**src/rtl/ahbl_sram_arb_pkg.sv**
```systemverilog
// ---------------------------------------------------------------------------
// ahbl_sram_arb_pkg
// Shared definitions for the two-port SRAM arbiter / power-up sequencer.
//   arb_state_t : sequencer state (INIT = zero-fill running, RUN = arbitration)
//   NUM_LANES   : byte lanes per memory word
//   LANE_W      : bits per byte lane (the SRAM uses 10-bit lanes)
// ---------------------------------------------------------------------------
package ahbl_sram_arb_pkg;

    typedef enum logic {
        INIT = 1'b0,
        RUN  = 1'b1
    } arb_state_t;

    localparam int NUM_LANES = 4;
    localparam int LANE_W    = 10;

endpackage

```
**src/rtl/ahbl_sram_arb_rr2.sv**
```systemverilog
// ---------------------------------------------------------------------------
// ahbl_sram_arb_rr2
// Two-way round-robin grant with burst lock.
// Ports:
//   HCLK, HRESETN : clock, synchronous active-low reset
//   valid[1:0]    : request from each port
//   lock[1:0]     : requester wants to keep priority after its access
//   accept        : arbitration enabled; every grant issued is taken
//   gnt[1:0]      : one-hot (or zero) combinational grant
//   rr            : port that wins when both request
// ---------------------------------------------------------------------------
module ahbl_sram_arb_rr2 (
    input  logic       HCLK,
    input  logic       HRESETN,
    input  logic [1:0] valid,
    input  logic [1:0] lock,
    input  logic       accept,
    output logic [1:0] gnt,
    output logic       rr
);

    logic r_rr;

    // A lone requester always wins; a tie goes to the port named by r_rr.
    always_comb begin
        gnt = 2'b00;
        if (accept) begin
            case (valid)
                2'b01:   gnt = 2'b01;
                2'b10:   gnt = 2'b10;
                2'b11:   gnt = r_rr ? 2'b10 : 2'b01;
                default: gnt = 2'b00;
            endcase
        end
    end

    // After an access the pointer moves to the other port, unless the
    // accessing port asked to lock, in which case it keeps priority.
    // An idle locked owner loses the cycle but gets the pointer back
    // because the other port's access (unlocked) points rr at it.
    always_ff @(posedge HCLK) begin
        if (!HRESETN) begin
            r_rr <= 1'b0;
        end else if (gnt[0]) begin
            r_rr <= ~lock[0];
        end else if (gnt[1]) begin
            r_rr <= lock[1];
        end
    end

    assign rr = r_rr;

endmodule

```
**src/rtl/ahbl_sram_arb.sv**
```systemverilog
// ---------------------------------------------------------------------------
// ahbl_sram_arb
// Shares the single port of the 40-bit SRAM between the AHB slave bridge
// (port 0) and the DMA/debug path (port 1), and optionally zero-fills the
// array after reset.
// Build option: define AHBL_SRAM_ARB_INIT_EN to compile in the zero-fill
// sequencer; without it the block comes out of reset ready to arbitrate.
// Ports:
//   HCLK, HRESETN             : clock, synchronous active-low reset
//   reqN_valid/write/lock     : request, direction, keep-grant for bursts
//   reqN_addr/byteen/wdata    : word address, lane enables, write data
//   reqN_ready                : grant (access happens on valid & ready)
//   reqN_rvalid/rdata         : read return, one cycle after acceptance
//   init_done                 : array usable
//   mem_wen/ren/addr/byteen/wdata/rdata : SRAM port (rdata registered)
// ---------------------------------------------------------------------------
module ahbl_sram_arb
    import ahbl_sram_arb_pkg::*;
#(
    parameter  int MEM_DEPTH = 65536,
    parameter  int DW        = NUM_LANES * LANE_W,
    localparam int AW        = $clog2(MEM_DEPTH)
) (
    input  logic                 HCLK,
    input  logic                 HRESETN,
    input  logic                 req0_valid,
    input  logic                 req0_write,
    input  logic                 req0_lock,
    input  logic [AW-1:0]        req0_addr,
    input  logic [NUM_LANES-1:0] req0_byteen,
    input  logic [DW-1:0]        req0_wdata,
    output logic                 req0_ready,
    output logic                 req0_rvalid,
    output logic [DW-1:0]        req0_rdata,
    input  logic                 req1_valid,
    input  logic                 req1_write,
    input  logic                 req1_lock,
    input  logic [AW-1:0]        req1_addr,
    input  logic [NUM_LANES-1:0] req1_byteen,
    input  logic [DW-1:0]        req1_wdata,
    output logic                 req1_ready,
    output logic                 req1_rvalid,
    output logic [DW-1:0]        req1_rdata,
    output logic                 init_done,
    output logic                 mem_wen,
    output logic                 mem_ren,
    output logic [AW-1:0]        mem_addr,
    output logic [NUM_LANES-1:0] mem_byteen,
    output logic [DW-1:0]        mem_wdata,
    input  logic [DW-1:0]        mem_rdata
);

    logic          w_run;
    logic          w_fill;
    logic [AW-1:0] w_fillAddr;
    logic [1:0]    w_gnt;
    logic          w_unusedRr;
    logic          r_rdPend;
    logic          r_rdOwner;

`ifdef AHBL_SRAM_ARB_INIT_EN
    arb_state_t    r_state;
    arb_state_t    w_stateNext;
    logic [AW-1:0] r_fillCnt;
    logic [AW-1:0] w_fillCntNext;

    always_ff @(posedge HCLK) begin
        if (!HRESETN) begin
            r_state   <= INIT;
            r_fillCnt <= '0;
        end else begin
            r_state   <= w_stateNext;
            r_fillCnt <= w_fillCntNext;
        end
    end

    // Terminal count compares against MEM_DEPTH-1 rather than relying on
    // wrap-around, so non-power-of-two depths stop at the right word.
    always_comb begin
        w_stateNext   = r_state;
        w_fillCntNext = r_fillCnt;
        if (r_state == INIT) begin
            w_fillCntNext = r_fillCnt + AW'(1);
            if (r_fillCnt == AW'(MEM_DEPTH - 1)) begin
                w_stateNext   = RUN;
                w_fillCntNext = '0;
            end
        end
    end

    assign w_run      = (r_state == RUN);
    assign w_fill     = (r_state == INIT);
    assign w_fillAddr = r_fillCnt;
`else
    assign w_run      = 1'b1;
    assign w_fill     = 1'b0;
    assign w_fillAddr = '0;
`endif

    assign init_done = w_run;

    ahbl_sram_arb_rr2 u_rr2 (
        .HCLK    (HCLK),
        .HRESETN (HRESETN),
        .valid   ({req1_valid, req0_valid}),
        .lock    ({req1_lock, req0_lock}),
        .accept  (w_run & HRESETN),
        .gnt     (w_gnt),
        .rr      (w_unusedRr)
    );

    assign req0_ready = w_gnt[0];
    assign req1_ready = w_gnt[1];

    // The memory port carries either the fill write or the granted
    // access; idle fields are forced to 0 so the pins do not toggle.
    always_comb begin
        mem_wen    = 1'b0;
        mem_ren    = 1'b0;
        mem_addr   = '0;
        mem_byteen = '0;
        mem_wdata  = '0;
        if (w_fill && HRESETN) begin
            mem_wen    = 1'b1;
            mem_addr   = w_fillAddr;
            mem_byteen = '1;
        end else if (w_gnt[0]) begin
            mem_addr = req0_addr;
            if (req0_write) begin
                mem_wen    = 1'b1;
                mem_byteen = req0_byteen;
                mem_wdata  = req0_wdata;
            end else begin
                mem_ren = 1'b1;
            end
        end else if (w_gnt[1]) begin
            mem_addr = req1_addr;
            if (req1_write) begin
                mem_wen    = 1'b1;
                mem_byteen = req1_byteen;
                mem_wdata  = req1_wdata;
            end else begin
                mem_ren = 1'b1;
            end
        end
    end

    // Remember who issued the read so the registered SRAM output can be
    // flagged to the right requester on the next cycle.
    always_ff @(posedge HCLK) begin
        if (!HRESETN) begin
            r_rdPend  <= 1'b0;
            r_rdOwner <= 1'b0;
        end else begin
            r_rdPend  <= mem_ren;
            r_rdOwner <= w_gnt[1];
        end
    end

    // Gating with HRESETN drops a read return that is in flight when
    // reset arrives.
    assign req0_rvalid = r_rdPend & ~r_rdOwner & HRESETN;
    assign req1_rvalid = r_rdPend &  r_rdOwner & HRESETN;
    assign req0_rdata  = mem_rdata;
    assign req1_rdata  = mem_rdata;

endmodule

```
**config.mk**
```make
export PLATFORM = sky130hd
export DESIGN_NAME = ahbl_sram_arb
export DESIGN_NICKNAME = d
export VERILOG_FILES = /design/src/rtl/ahbl_sram_arb_pkg.sv /design/src/rtl/ahbl_sram_arb_rr2.sv /design/src/rtl/ahbl_sram_arb.sv
export SDC_FILE = /design/constraint.sdc
export NUM_CORES = 1
export LEC_CHECK = 0
export BUFFER_PORTS_ARGS = -buffer_cell sky130_fd_sc_hd__buf_2
export CAP_MARGIN = 40
export CORE_AREA = 2 2 123 125
export DETAILED_ROUTE_END_ITERATION = 12
export DIE_AREA = 0 0 125 127
export GPL_TIMING_DRIVEN = 1
export PLACE_DENSITY = 0.48
export SETUP_SLACK_MARGIN = 0.4
export SLEW_MARGIN = 0
export SYNTH_ARGS = -nofsm -noshare
export SYNTH_HDL_FRONTEND = slang
export SYNTH_HIERARCHICAL = 1
export SYNTH_SLANG_ARGS = --single-unit
```
**constraint.sdc**
```tcl
create_clock -name HCLK -period 1.5 [get_ports HCLK]
set_clock_uncertainty 0.2 [all_clocks]
set_input_delay 0.3 -clock HCLK [delete_from_list [all_inputs] [get_ports HCLK]]
set_output_delay 0.3 -clock HCLK [all_outputs]
set_load 0.03 [all_outputs]
```
After elaboration in Yosys (flattened, before gate mapping)
Cells that the tools add are included.
- output and inout port bits: 147
- register bits: 3
- logic and storage cells: 36
- bitwise logic cells: 6
- mux-type cells: 23
- reduce and logical (&&, ||, !) cells: 1
- eq/ne operators: 3
- operators with widths (kind ; number):
    $mux W40 ; 4
    $mux W16 ; 2
    $mux W4 ; 4
    $mux W1 ; 10
    $pmux W2 S3 ; 1
    $and A1 B1 Y1 ; 4
    $eq A2 B2 Y1 const B ; 2
    $mux W2 ; 2
    $eq A2 B1 Y1 const B ; 1
    $not A1 Y1 ; 2
    $reduce_bool A2 Y1 ; 1

Longest topological paths before layout
Gate-level depths: netlist of run 1.
- depth after elaboration: 5
- gate-level depth with buffers: 6
- depth with buffers taken out: 4

Hierarchy
The synthesis of run 1 kept the hierarchy.
- by module, submodules not included (module ; cells an instance ; area an instance (um2) ; times used):
    ahbl_sram_arb ; 225 ; 1946.9 ; 1
    ahbl_sram_arb_rr2 ; 11 ; 78.8 ; 1

Worst setup path before layout of run 1
Ideal clock, no wire load.
- kind: input-to-output
- start point: input req0_valid
- end point: output mem_wen
- data arrival time: 1.881 ns
- path slack: -0.881 ns
- data required time: 1.000 ns
- cell stages on the path: 6
- cells stage by stage: nor2b_2 > nor2_1 > buf_4 > buf_4 > nand2_1 > o21bai_1
- longest elaborated chain between the ends: 5
- elaborated cells on any way between the ends: 7
- classes of those cells: 3 x eq/ne; 4 x mux
- ends and longest elaborated chain (item ; RTL line ; text):
    start, declared ; ahbl_sram_arb.sv:26 ; input logic req0_valid,
    $eq A2 B2 Y1 or $eq A2 B1 Y1 (tied branches) ; ahbl_sram_arb_rr2.sv:28 ; case (valid)
    $pmux W2 S3 (*) ; ahbl_sram_arb_rr2.sv:28 ;
    $mux W2 (*) ; ahbl_sram_arb_rr2.sv:27 ; if (accept) begin
    named net req1_ready ; ahbl_sram_arb.sv:41 ; output logic req1_ready,
    $mux W1 (*) ; ahbl_sram_arb.sv:136 ; end else if (w_gnt[1]) begin
    $mux W1 (*) ; ahbl_sram_arb.sv:127 ; end else if (w_gnt[0]) begin
    end, declared ; ahbl_sram_arb.sv:45 ; output logic mem_wen,
The timed path passes the listed nets; every way through them passes the cells marked *.

Final worst setup path of run 1
- start point: register u_rr2.r_rr, in the netlist u_rr2/rr
- end point: output mem_addr[8]
- longest elaborated chain between the ends: 5
- ends and longest elaborated chain (item ; RTL line ; text):
    start, declared ; ahbl_sram_arb_rr2.sv:22 ; logic r_rr;
    start signal, assigned ; ahbl_sram_arb_rr2.sv:45 ; r_rr <= ~lock[0];
    start signal, assigned ; ahbl_sram_arb_rr2.sv:47 ; r_rr <= lock[1];
    $mux W2 (*) ; ahbl_sram_arb_rr2.sv:31 ; 2'b11: gnt = r_rr ? 2'b10 : 2'b01;
    $pmux W2 S3 (*) ; ahbl_sram_arb_rr2.sv:28 ;
    $mux W2 (*) ; ahbl_sram_arb_rr2.sv:27 ;
    $mux W16 ; ahbl_sram_arb.sv:136 ;
    $mux W16 (*) ; ahbl_sram_arb.sv:127 ;
    end, declared ; ahbl_sram_arb.sv:47 ; output logic [AW-1:0] mem_addr,
Every way passes the cells marked *; elsewhere a longest branch is shown, timed or not.

==> run summary, run 1 <==
The floorplan core area is 14400 sq um. The synthesized design contains 3 register bits. The synthesized design contains 0 enable-type register cells. The share of Yosys cell area claimed by the top area cell type is 32.6%. The maximum fanout along the worst path is 8. The count of antenna diodes in the layout came out at 0. The worst path uses 135% of the clock period.

The CTS tree is yes. After synthesis, the mean cell area works out to 8.58 sq um. The layout has 1526 filler cells. The total DRC errors in the routed layout came out at 0. The hold path depth came out at 2. Summing every instance area after synthesis gives 2030 sq um. During placement, the flow inserted port buffers numbering 193. The top achievable clock speed came out at 495 MHz. The clock-pin slew on the worst setup and hold paths is 0.03 ns. The xor and xnor area share after synthesis is 0%. The area growth from synthesis to final layout came out at 107%. The share of layout cells above drive strength 1 is 94.2%. The final route contains between 2000 and 2500 vias. sky130_fd_sc_hd__buf_4 is the most common cell in the netlist. Of the post-synthesis cell area, the part taken by muxes is 0%. The type of destination of the critical path is a primary output. After synthesis, the largest family of logic cells by area is buffers and inverters.

The post-place instance area is 3220 sq um. The internal cell power is 0.000985 W. The switching power came out at 0.000666 W. Entering global routing, the biggest net connects 38 pins. The post-detailed-routing wire length is 9540 um. The final setup violation count came out at 66. CTS placed an instance of sky130_fd_sc_hd__clkbuf_16 at the clock tree root.

The number of endpoints with negative hold slack in the final report came out at 0. The endpoint of the most critical register-to-register path is u_rr2/rr$_SDFFE_PN0P_. The fraction of the mapped netlist area in simple logic gates came out at between 10% and 20%. By count the netlist is led by sky130_fd_sc_hd__buf_4, sky130_fd_sc_hd__nand3_1, sky130_fd_sc_hd__o2bb2ai_2, sky130_fd_sc_hd__a22o_1, sky130_fd_sc_hd__buf_2.

The met3 capacity usage during global routing came out at 4.48%. The switching part of the total power came out at a little over 40%. The total iterations of the first detailed-routing run is 4. The yosys synthesis warning count is 6. The clock network fraction of total power is 25.9%. For the worst setup path, the data required time is 1.00 ns. Counting every instance in the synthesized netlist gives between 200 and 250. The tightest min-delay check is of the primary input to register type. The detailed router finished its first iteration with 26 violations.

The max-slew violation count is 0. The worst setup path is launched from a register. In the post-synthesis netlist, the biggest area contributors are sky130_fd_sc_hd__buf_4, sky130_fd_sc_hd__o2bb2ai_2, sky130_fd_sc_hd__nand3_1. The initial antenna violation count was 1. In this run, distinct cell masters in the synthesized netlist total 23. The met2 capacity usage during global routing came out at 20.0%.

For this design the static power due to leakage is roughly 1.7 nW. The number of core rows came out at 44. Detailed placement ended at an HPWL of 7110 um. The startpoint identified for the worst hold timing path is req0_lock. The die covers between 15000 and 20000 sq um. The width of the die is 125 um. Counting every sink on the clock net gives 3.

The signal arrival time at the worst endpoint is 1.52 ns. The layer flagged by global routing as most heavily used is met2. The worst setup slack for register-to-register paths is -0.11 ns. Among all flip-flop cells after synthesis, the most frequent one is sky130_fd_sc_hd__dfxtp_1. The post-placement worst setup slack came out at -0.545 ns. The insertion delay to the later sink of the worst-skew pair came out at 0.22 ns. The number of levels the H-tree was split into came out at 1. The terminating pin of the worst hold path is u_rr2/rr$_SDFFE_PN0P_.

Setup slack on the critical path of the routed design comes to -0.522 ns. The number of nets with antenna violations after routing is 0. The weighted congestion reported at the end of routability-driven placement came out at roughly 0.72. The total power density per cell area came out at about 390 nW/um^2. Setup repair after global routing could not meet its margin everywhere.

The adder-cell share of the synthesized area came out at 0%. The tool flagged a number of max-cap violations equal to 0. The synthesized netlist devotes 40.6% of its cell area to compound gates. The number of nets in the synthesized netlist is 404. The detail-routed net length per standard cell came out at 17.4 um. Summed over all instances, the cell type with the most area after synthesis is sky130_fd_sc_hd__buf_4. The number of buffers created by CTS came out at 3.

Summed over all failing endpoints, the final setup total negative slack is -31.30 ns. The proportion of power drawn by combinational gates is between 60% and 70%. The proportion of power drawn by flip-flops and latches came out at 5.4%. The proportion of register bits with asynchronous set or reset after synthesis is 0%. The worst register-to-register path has a depth of 7. The flow ran to the end, but the final reports show violations. The critical path class is register to primary output. In the final design database the tool counted 532 nets. In the global route stage, met1 resource usage came out at 10.4%. The proportion of synthesized chip area in sequential cells is 2.96%. The worst register-to-register path begins at u_rr2/rr$_SDFFE_PN0P_.

In this run the vertical extent of the chip is 127 um. The number of vias per cell after detailed routing is a little over 4. The via count of the first global-routing pass is between 2000 and 3000. The checks that failed: setup timing.

The number of hold buffers added after cts is 0. The routed design could run at a clock period as short as 2.02 ns. Summed over all layers, the global routing overflow is 0.

The initial core utilization is 14.0%. The final non-filler cell area came out at 4190 sq um. IR analysis of the VDD net gives a maximum drop of 0.290 mV. The clock tree buffer depth came out at 2. The global-route wire length before repair is 13800 um. For this design the top-level I/O count stands at 315. The overall routing resource usage is 10.7%.
through the flow:
stage | hold slack [ns] | util, % | total power (W) | cells
floorplan | 0.176 | - | 0.00105 | 236
global placement | 0.294 | 22.4 | 0.000975 | 526
detailed placement | 0.301 | 22.4 | 0.000985 | 526
CTS | 0.0742 | 26.6 | 0.00158 | 541
global route | 0.0748 | 29.1 | 0.00174 | 547
finish | 0.0736 | 29.1 | 0.00165 | 547
repair_timing:
action	in CTS	in global routing
endpoints found under the setup margin	69	69
pin swaps	2	2
gates resized for setup	125	54
gates cloned	2	4
setup buffers	9	2
cell families after synthesis:
family	count (synthesis)
other cells	1
flops	3
compound gates	66
simple gates	59
buf+inv	107
metal layers:
metal  share of wire, %  routed length (um)
met1                 32                3050
met2                 53                5080
met3                 12                1120
met4                3.1                 294
met5                  0                   0
power by group through the flow:
| stage | Sequential, W | Combinational [W] | Clock [W] |
|---|---|---|---|
| after global routing | 0.0000901 | 0.00120 | 0.000453 |
| after CTS | 0.0000898 | 0.00105 | 0.000436 |
| after floorplan | 0.0000897 | 0.000960 | 0 |
| final | 0.0000899 | 0.00113 | 0.000427 |
| after detailed placement | 0.0000903 | 0.000895 | 0 |
| after global placement | 0.0000901 | 0.000885 | 0 |
how the worst max path moves through the flow:
stage	start	to	cells after the start
final	u_rr2/rr$_SDFFE_PN0P_	mem_addr[8]	7
after CTS	u_rr2/rr$_SDFFE_PN0P_	mem_byteen[1]	5
after global routing	u_rr2/rr$_SDFFE_PN0P_	mem_addr[6]	7
after detailed placement	req0_valid	mem_addr[8]	7
after floorplan	req0_valid	mem_addr[10]	6
after global placement	req0_valid	mem_addr[8]	7
registers in the layout (all words and copies together) (netlist names):
| register | count |
|---|---|
| u_rr2/rr | 1 |
| r_rdPend | 1 |
| r_rdOwner | 1 |
final cells by class:
class	count	area, sq um	share of cell area (%)
Multi-Input combinational cell	126	1950	46.4
Timing Repair Buffer	228	1860	44.5
Tap cell	184	230	5.49
Clock buffer	4	78.8	1.88
Sequential cell	3	63.8	1.52
Inverter	2	7.51	0.179
critical path, stage by stage, from the launching register on:
cell	delay [ns]
sky130_fd_sc_hd__dfxtp_2	0.36
sky130_fd_sc_hd__a21oi_4	0.07
sky130_fd_sc_hd__buf_4	0.13
sky130_fd_sc_hd__buf_6	0.12
sky130_fd_sc_hd__nor2b_4	0.17
sky130_fd_sc_hd__clkbuf_16	0.18
sky130_fd_sc_hd__a22o_2	0.12
sky130_fd_sc_hd__buf_4	0.15
cell usage in the layout, fill, tap and decap left out, drive strengths merged:
cell type,n
a21oi,1
bufbuf,1
o2bb2ai,43
nand2,5
inv,2
nand3,45
and3,1
o21bai,1
dfxtp,3
a22o,17
and2,3
nor2,3
o21ai,2
buf,224
a221oi,1
a32o,1
nor2b,2
clkbuf,7
conb,1
Power figures use the tool's default switching activity.
==> run 2, diff against run 1 <==
Settings changed: BUFFER_PORTS_ARGS -buffer_cell sky130_fd_sc_hd__buf_2 to not set, CORE_AREA 2 2 123 125 to 2 2 121 123, DIE_AREA 0 0 125 127 to 0 0 123 125, DONT_BUFFER_PORTS set to 1, PLACE_DENSITY 0.48 to 0.3.
Clock period 1.5 ns to 2.1 ns, I/O delays scaled along.
==> run 2 against run 1 <==
The flow still finishes with violations (setup timing). Sequential cell count did not move. Final cell count fell by 35%. Sequential power fell by 29%. Via count fell by 30%.
==> run summary, run 2 (synthesis gave the netlist of run 1 again) <==
The via count of the first global-routing pass is ~1700. The worst vdd rail ir drop came out at roughly 0.19 mV. The data required time of the critical path is 1.48 ns. Leaving out fill and tap cells, the most frequent cells in the layout are sky130_fd_sc_hd__o2bb2ai_4, sky130_fd_sc_hd__nand3_4, sky130_fd_sc_hd__a22o_4. The congestion estimate from routability-driven global placement came to 0.801. The DRC marker count from the first detailed-route iteration is 39. The kind of path behind the tightest hold check is primary input to register. 0 antenna diodes ended up in the layout. The number of instances in the placed design is 330. Of the cells placed in the final design, the portion with a size suffix greater than 1 is ~85%.

The root buffer cell chosen for the clock tree is sky130_fd_sc_hd__clkbuf_16. The die covers 15400 sq um. TritonCTS built the clock tree. Net switching is 39.6% of the power. The insertion delay to the later sink of the worst-skew pair is 0.22 ns.

Dividing total power by cell area gives a power density of between 200 and 300 nW/um^2. The internal cell power came out at around 0.00058 W. The max-slew violation count was 0.

The number of nets with antenna violations after routing is 0. The remaining global-route overflow is 0. The detail-routed net length per standard cell is 26.6 um. The total DRC errors in the routed layout came out at 0. After clock tree synthesis, the clock-pin slew on the worst setup and hold paths is around 0.03 ns. The final setup violation count came out at 26.

The area taken by multi-input logic gates is 2250 sq um. The total iterations of the first detailed-routing run came out at 4. The worst setup path is captured at a primary output. The worst setup path is launched from a register. The number of core rows came out at 44. Entering global routing, the biggest net connects 47 pins. In this run, flip-flops and latches consume 6.6% of the power.

The fill cell instance count of the final layout is between 1000 and 1500. The flow ran to the end, but the final reports show violations. The post-route worst setup slack came out at -0.0142 ns. The cell leakage power is 0.979 nW.

The number of hold buffers added after cts came out at 0. The tool flagged a number of max-cap violations equal to 0. The checks that failed: setup timing. The number of vias after detailed routing came out at 1560. The number of buffers created by CTS came out at 3. After detailed routing, the number of vias per cell comes to approximately 4.4. The number of levels the H-tree was split into came out at 1. Setup repair after global routing could not meet its margin everywhere. The critical path class is register to primary output. The count of buffers added on input and output ports is 0. For this block, the routed nets add up to 9400 um of wire. The clock tree buffer depth is 2. The maximum fanout along the worst path is 8. The die is 125 um tall. The final cycle utilization of the critical path came out at 101%. After floorplanning, the core was sized to cover 14200 sq um. Data arrives at the worst endpoint at 1.49 ns. The post-layout minimum cycle time came out at 2.11 ns.

The initial antenna violation count came out at 0. The first global-routing pass estimated 12300 um of wire. Leaving out fill and tap cells, the most frequent cell in the layout is sky130_fd_sc_hd__o2bb2ai_4. The area growth from synthesis to final layout came out at 64.9%. The detailed placement HPWL came out at 6750 um. The post-placement worst setup slack came out at about 0.0027 ns.

Of the total power, the clock network draws 31.1%. The register cell area after layout is 63.8 sq um. The width of the die is 123 um. The number of endpoints with negative hold slack in the final report is 0.

Hold timing on the final database bottoms out at a slack of 0.0711 ns. The total I/O pin count is 315. The proportion of power drawn by combinational gates came out at 62.3%. The switching power came out at 0.000382 W. The layout net count came out at 339. Static timing analysis puts the maximum clock frequency at between 400 and 500 MHz.

The count of cells in the finished layout, fillers not included, comes to 354. The overall routing resource usage is roughly 11%. The initial core utilization is approximately 14%. The CTS sink count came out at 3.
[run 2: metal layers]
layer | GRT usage, % | part of all wire (%)
met1 | 10.7 | 32
met2 | 22.3 | 57
met3 | 2.83 | 10
met4 | 2.34 | 1.1
met5 | 0 | 0
[run 2: critical path: stages, from the launching register on]
cell	delay [ns]
sky130_fd_sc_hd__dfxtp_4	0.37
sky130_fd_sc_hd__nor2b_4	0.05
sky130_fd_sc_hd__nor2_4	0.10
sky130_fd_sc_hd__buf_12	0.14
sky130_fd_sc_hd__buf_12	0.12
sky130_fd_sc_hd__buf_16	0.15
sky130_fd_sc_hd__nand3_2	0.10
sky130_fd_sc_hd__o2bb2ai_4	0.23
[run 2: final cells by class]
| type | instances | area share (%) |
|---|---|---|
| Clock buffer | 4 | 2.36 |
| Inverter | 2 | 0.225 |
| Multi-Input combinational cell | 126 | 67.4 |
| Sequential cell | 3 | 1.91 |
| Tap cell | 184 | 6.89 |
| Timing Repair Buffer | 35 | 21.2 |
[run 2: repair_timing]
item	in CTS	in global routing
endpoints found under the setup margin	64	66
buffers inserted	9	1
resized for setup	68	19
pin swaps	34	34
cloned	8	2
[run 2: worst paths after layout]
| path | startpoint | end | slack, ns | cells after the start |
|---|---|---|---|---|
| setup reg to reg | u_rr2/rr$_SDFFE_PN0P_ | r_rdPend$_SDFF_PN0_ | 0.39 | 8 |
| setup / recovery | u_rr2/rr$_SDFFE_PN0P_ | mem_wdata[34] | -0.01 | 7 |
| hold reg to reg | u_rr2/rr$_SDFFE_PN0P_ | u_rr2/rr$_SDFFE_PN0P_ | 0.33 | 2 |
| hold / removal | req0_lock | u_rr2/rr$_SDFFE_PN0P_ | 0.07 | 1 |
[run 2: power by group through the flow]
| stage | Combinational [W] | Sequential, W | Clock [W] |
|---|---|---|---|
| floorplan | 0.000704 | 0.0000633 | 0 |
| global placement | 0.000454 | 0.0000637 | 0 |
| detailed placement | 0.000454 | 0.0000638 | 0 |
| CTS | 0.000585 | 0.0000634 | 0.000303 |
| global route | 0.000627 | 0.0000640 | 0.000311 |
| finish | 0.000599 | 0.0000634 | 0.000300 |
[run 2: per-stage QoR]
step / setup TNS [ns] / power, W / util, % / instance area, sq um
floorplan: 0 / 0.000767 / - / 2740
global placement: -0.0421 / 0.000518 / 16.5 / 2350
detailed placement: 0 / 0.000518 / 16.5 / 2350
CTS: -1.88 / 0.000952 / 22.2 / 3150
global route: -2.47 / 0.00100 / 23.5 / 3340
finish: -0.234 / 0.000962 / 23.5 / 3340
